[src/rtl/sv_sig_ser_pkg.sv]
// Shared definitions for the signature serializer: FSM state encoding and
// the frame-length helper used by integrators and benches.
package sv_sig_ser_pkg;

    typedef enum logic [1:0] {
        ST_IDLE     = 2'd0,
        ST_SEND_R   = 2'd1,
        ST_SEND_S   = 2'd2,
        ST_SEND_CHK = 2'd3
    } fsm_state;

    // Bytes per frame: r and s scalars plus the optional checksum byte.
    function automatic int sig_frame_len(input int block_size, input int chk_en);
        int len;
        len = 2 * (block_size / 8);
        if (chk_en != 0) begin
            len = len + 1;
        end else begin
            len = len + 0;
        end
        return len;
    endfunction

endpackage

[src/rtl/sv_sig_ser.sv]
// Signature serializer: captures the (r, s) scalar pair on a core completion
// strobe and streams it out byte by byte over a valid/ready interface,
// optionally followed by an XOR checksum byte.
module sv_sig_ser
    import sv_sig_ser_pkg::*;
#(
    parameter int BLOCK_SIZE = 256,
    parameter int CHK_EN     = 1
) (
    input  logic                  clk,
    input  logic                  areset,
    input  logic                  v_i,
    input  logic [BLOCK_SIZE-1:0] sig_r,
    input  logic [BLOCK_SIZE-1:0] sig_s,
    output logic [7:0]            data_o,
    output logic                  valid_o,
    input  logic                  ready_i,
    output logic                  last_o,
    output logic                  overrun_o,
    output logic                  ready
);

    localparam int                N        = BLOCK_SIZE / 8;
    localparam int                CNT_W    = (N > 1) ? $clog2(N) : 1;
    localparam logic [CNT_W-1:0]  CNT_LAST = CNT_W'(N - 1);
    localparam bit                CHK_ON   = (CHK_EN != 0);

    fsm_state              state_q, state_d;
    logic [CNT_W-1:0]      cnt_q, cnt_d;
    logic [CNT_W-1:0]      cnt_nxt_s;
    logic [7:0]            chk_q, chk_d;
    logic [7:0]            data_q, data_d;
    logic                  valid_q, valid_d;
    logic                  last_q, last_d;
    logic                  ready_q, ready_d;
    logic                  overrun_q, overrun_d;
    logic [BLOCK_SIZE-1:0] buf_r_q, buf_r_d;
    logic [BLOCK_SIZE-1:0] buf_s_q, buf_s_d;
    logic                  xfer_s;

    // Inline byte-select mux: byte idx of a captured scalar (byte 0 = LSBs).
    function automatic logic [7:0] pick_byte(input logic [BLOCK_SIZE-1:0] vec,
                                             input logic [CNT_W-1:0]      idx);
        logic [BLOCK_SIZE-1:0] shifted;
        shifted = vec >> {idx, 3'b000};
        return shifted[7:0];
    endfunction

    assign xfer_s    = valid_q & ready_i;
    assign cnt_nxt_s = cnt_q + CNT_W'(1);

    // Next-state, counter, checksum and next output byte; outputs are all
    // registered, so the byte for the following beat is selected here.
    always_comb begin
        state_d   = state_q;
        cnt_d     = cnt_q;
        chk_d     = chk_q;
        data_d    = data_q;
        valid_d   = valid_q;
        last_d    = last_q;
        ready_d   = ready_q;
        buf_r_d   = buf_r_q;
        buf_s_d   = buf_s_q;

        // A strobe outside IDLE is lost; remember it until reset.
        if ((state_q != ST_IDLE) && v_i) begin
            overrun_d = 1'b1;
        end else begin
            overrun_d = overrun_q;
        end

        case (state_q)
            ST_IDLE: begin
                if (v_i) begin
                    buf_r_d = sig_r;
                    buf_s_d = sig_s;
                    state_d = ST_SEND_R;
                    cnt_d   = '0;
                    chk_d   = 8'h00;
                    data_d  = sig_r[7:0];
                    valid_d = 1'b1;
                    last_d  = 1'b0;
                    ready_d = 1'b0;
                end else begin
                    ready_d = 1'b1;
                end
            end
            ST_SEND_R: begin
                if (xfer_s) begin
                    chk_d = chk_q ^ data_q;
                    if (cnt_q == CNT_LAST) begin
                        state_d = ST_SEND_S;
                        cnt_d   = '0;
                        data_d  = pick_byte(buf_s_q, '0);
                        last_d  = !CHK_ON && (N == 1);
                    end else begin
                        cnt_d  = cnt_nxt_s;
                        data_d = pick_byte(buf_r_q, cnt_nxt_s);
                        last_d = 1'b0;
                    end
                end else begin
                    chk_d = chk_q;
                end
            end
            ST_SEND_S: begin
                if (xfer_s) begin
                    chk_d = chk_q ^ data_q;
                    if (cnt_q == CNT_LAST) begin
                        cnt_d = '0;
                        if (CHK_ON) begin
                            // The byte leaving now is folded in directly.
                            state_d = ST_SEND_CHK;
                            data_d  = chk_q ^ data_q;
                            last_d  = 1'b1;
                        end else begin
                            state_d = ST_IDLE;
                            data_d  = 8'h00;
                            valid_d = 1'b0;
                            last_d  = 1'b0;
                            ready_d = 1'b1;
                        end
                    end else begin
                        cnt_d  = cnt_nxt_s;
                        data_d = pick_byte(buf_s_q, cnt_nxt_s);
                        last_d = !CHK_ON && (cnt_nxt_s == CNT_LAST);
                    end
                end else begin
                    chk_d = chk_q;
                end
            end
            ST_SEND_CHK: begin
                if (xfer_s) begin
                    state_d = ST_IDLE;
                    data_d  = 8'h00;
                    valid_d = 1'b0;
                    last_d  = 1'b0;
                    ready_d = 1'b1;
                end else begin
                    state_d = ST_SEND_CHK;
                end
            end
            default: begin
                state_d = ST_IDLE;
                cnt_d   = '0;
                chk_d   = 8'h00;
                data_d  = 8'h00;
                valid_d = 1'b0;
                last_d  = 1'b0;
                ready_d = 1'b1;
            end
        endcase
    end

    // Control and output registers with synchronous reset; reset wins over v_i.
    always_ff @(posedge clk) begin
        if (areset) begin
            state_q   <= ST_IDLE;
            cnt_q     <= '0;
            chk_q     <= 8'h00;
            data_q    <= 8'h00;
            valid_q   <= 1'b0;
            last_q    <= 1'b0;
            ready_q   <= 1'b1;
            overrun_q <= 1'b0;
        end else begin
            state_q   <= state_d;
            cnt_q     <= cnt_d;
            chk_q     <= chk_d;
            data_q    <= data_d;
            valid_q   <= valid_d;
            last_q    <= last_d;
            ready_q   <= ready_d;
            overrun_q <= overrun_d;
        end
    end

    // Capture buffers carry no reset: their content is irrelevant until the
    // next capture, which always rewrites both.
    always_ff @(posedge clk) begin
        buf_r_q <= buf_r_d;
        buf_s_q <= buf_s_d;
    end

    assign data_o    = data_q;
    assign valid_o   = valid_q;
    assign last_o    = last_q;
    assign overrun_o = overrun_q;
    assign ready     = ready_q;

endmodule
[config.mk]
export PLATFORM = sky130hd
export DESIGN_NAME = sv_sig_ser
export DESIGN_NICKNAME = d
export VERILOG_FILES = /design/src/rtl/sv_sig_ser_pkg.sv /design/src/rtl/sv_sig_ser.sv
export SDC_FILE = /design/constraint.sdc
export NUM_CORES = 1
export LEC_CHECK = 0
export CORE_MARGIN = 2
export CORE_UTILIZATION = 53
export DETAILED_ROUTE_END_ITERATION = 10
export MAX_ROUTING_LAYER = met4
export PLACE_DENSITY = 0.94
export SYNTH_ARGS = -nofsm -noshare
export SYNTH_HDL_FRONTEND = slang
export SYNTH_SLANG_ARGS = --single-unit
export TNS_END_PERCENT = 5
[constraint.sdc]
create_clock -name clk -period 36.2 [get_ports clk]
set_input_delay 9.05 -clock clk [delete_from_list [all_inputs] [get_ports clk]]
set_output_delay 9.05 -clock clk [all_outputs]
set_load 0.01 [all_outputs]
==> impl_metrics.yaml <==
setup_path:
  critPathMaxStageDelay_ps: 1040
  slowest_stage: "buf_4"
  r2r_cells: 6
  crit_required_ps: 36420
  endpoint_kind: "flip-flop"
  critPathTopFamily: "buffers and inverters"
  start_kind: "primary input"
  arrival_ps: 12680
  cp.buffers_inverters: 4
  crit_path_frequent_cell: "buf_4"
  crit_type: "in -> reg"
  crit_chain: "clkdlybuf4s50_1 > nand2_1 > inv_8 > buf_4 > buf_4"
  cp_max_fo: 153
  worstReg2RegStart: "state_q[0]"
  r2r_setup_slack_ps: 31660
  r2r_end: "buf_s_q[87]"
place:
  place_congestion: 0.921
  port-buffer-count: 527
  dp_slack_ps: 23120
  hpwlAfterDp_um: 45400
synthesis:
  synth_top_area_share: 0.723
  seq_area_frac_synth: 0.749
  synthAdderAreaFrac: 0.00353
  ys_types: 47
  synth-compound-area-share: 0.0429
  yosysTopAreaCell: "edfxtp_1"
  synth_ff_type: "edfxtp_1"
  synth_warnings: 0
  synthCells: 1133
  muxShareOfSynthArea: 0.131
  yosys.area_share.xor_xnor: 0.00253
  synth-simple-area-share: 0.0505
  synth_nets: 1655
  avgSynthCellArea_um2: 18.8
  synth_edf_count: 512
  synth-seq-cells: 539
  synth_top_family_by_area: "multiplexers"
  async_flop_share: 0
  syn_area_mm2: 0.0213
  synth_area_leaders: "edfxtp_1 (72%), mux4_2 (12%), dfxtp_1 (2.5%)"
floorplan:
  rows: 73
  core_area_mm2: 0.0396
  ios: 528
  die_x_um: 204
  initial_core_util: 0.536
  die-area_mm2: 0.0417
  die_y_um: 204
clock_network:
  clock_path_buffers: 3
  cts_setup_buffers: 0
  cts_root_buf: "clkbuf_16"
  cts_tree: "done"
  cts_hold_buffers: 0
  clk_pin_slew_ps: 60
  cts_htree_levels: 2
  clock_sinks: 539
  cts_buffers: 54
  clkLatencyLatePin_ps: 610
  post_cts_resized: 0
routing:
  antenna_left: 0
  wire_per_inst_um: 28.6
  via_per_inst: 6.06
  drc: 0
  dr.pass1.iters: 6
  vias: 13710
  drt_iter0_drc: 1837
  wl_um: 64800
grt:
  grt_pass1_wl_um: 90300
  grt_usage: 0.317
  grt-ovfl-total: 0
  first_global_vias: 13925
  antenna_found_initial: 20
  grt_max_degree: 183
final_layout:
  layout_common_cells: "clkdlybuf4s50_1 (527), edfxtp_1 (512), nand2_1 (115)"
  nets: 2192
  final_common_cell: "clkdlybuf4s50_1"
  fin_util: 0.726
  fillCellCount: 2263
  layout-drive-gt1-share: 0.125
  area_growth_pct: 35.4
pwr:
  combPwrFrac: 0.241
  switching_share: 0.281
  p_sw_uw: 549
  power_density_mw_per_mm2: 67.8
  power_frac_clock: 0.284
  finalPower_mw: 1.95
  power_frac_seq: 0.476
  ir_worst_vdd_mv: 0.0530
  intPower_mw: 1.40
  leakagePower_nw: 9.48
hold_path:
  min-delay-start: "overrun_o"
  hold_class: "reg -> reg"
  whs_endpoint: "overrun_o"
  hold_depth: 2
outcome:
  outcome: "complete, no violations"
timing:
  tightest_slew_ps: 1330
  final_hold_viol_count: 0
  setup_tns_ps: 0
  rsz0062_at_grt: "no"
  skew_ps: 21.4
  slew_violations: 0
  fmax_mhz: 80.2
  fin_crit_ps: 12470
  worst_slack_ps: 23730
  setup_viol: 0
  fin_crit_sh: 0.344
  max_slew_margin: 0.113
run:
  drv_cap: 0
## per-layer routing
layer	wire length, um	GRT usage
met1	22700	0.379
met2	33500	0.522
met3	5660	0.0627
met4	2950	0.149
met5	0	-
## final cells by class
class / count / area (um2) / area share
Multi-Input combinational cell: 511 / 4930 / 0.171
Inverter: 23 / 93.8 / 0.00326
Clock buffer: 66 / 1420 / 0.0493
Antenna cell: 23 / 57.6 / 0.00200
Tap cell: 525 / 657 / 0.0228
Sequential cell: 539 / 15900 / 0.553
Timing Repair Buffer: 541 / 5390 / 0.187
Clock inverter: 34 / 310 / 0.0108
## cells in the mapped netlist, drive strengths merged, types with 2 or more instances
cell type,n
a311oi,10
a21oi,29
a22oi,9
o22ai,9
buf,43
inv,23
nor3,5
nor2,35
and3,3
nand3,35
o211ai,2
edfxtp,512
clkbuf,17
xnor2,3
nand4,14
nand2,115
o21ai,25
a32o,8
nand2b,6
ha,6
o221ai,7
or3,2
a41oi,8
or4,15
dfxtp,27
mux4,113
mux2i,23
nor2b,3
a211o,7
a22o,8
## per-stage QoR
stage | instance area (um2) | hold slack (ps) | cells
after floorplan | 21300 | 461 | 1133
after global placement | 27000 | 451 | 2139
after detailed placement | 27000 | 479 | 2139
after CTS | 28700 | 487 | 2239
after global routing | 28800 | 514 | 2259
final | 28800 | 486 | 2262
## state kept, by name, indices dropped and copies added (netlist names)
name,cells
state_q,2
ready,1
last_o,1
chk_q,8
buf_s_q,256
valid_o,1
cnt_q,5
data_o,8
buf_r_q,256
overrun_o,1
## worst max-delay path by stage
| stage | from | end | cells after the start |
|---|---|---|---|
| 2_1_floorplan | v_i | buf_r_q[0] | 2 |
| 3_5_place_dp | v_i | buf_s_q[117] | 5 |
| 6_report | v_i | buf_s_q[87] | 5 |
| 3_3_place_gp | v_i | buf_s_q[101] | 5 |
| 4_1_cts | v_i | buf_s_q[87] | 5 |
| 5_1_grt | v_i | buf_s_q[26] | 5 |
## cells by family (layout without fill, tap and decap cells)
family,after synthesis,in the layout
flip-flops,539,539
AND/OR/NAND/NOR,236,236
multiplexers,136,136
AO/OA/AOI/OAI,129,129
buffers and inverters,83,664
adder cells (fa/ha/maj),6,6
XOR/XNOR,4,4
other,0,23
## power groups by stage
stage | registers (mW) | logic, mW | clock network, mW
finish | 0.929 | 0.470 | 0.553
global route | 0.940 | 0.500 | 0.578
CTS | 0.929 | 0.471 | 0.558
detailed placement | 0.937 | 0.466 | 0
global placement | 0.923 | 0.453 | 0
floorplan | 0.986 | 0.310 | 0
## worst register-to-register path, cell delays in order (launching register included)
cell	delay, ps
dfxtp_1	350
inv_1	90
ha_1	530
nand2_1	310
inv_8	780
buf_4	980
buf_4	1100
No activity file was read; power rests on OpenSTA's default activity.
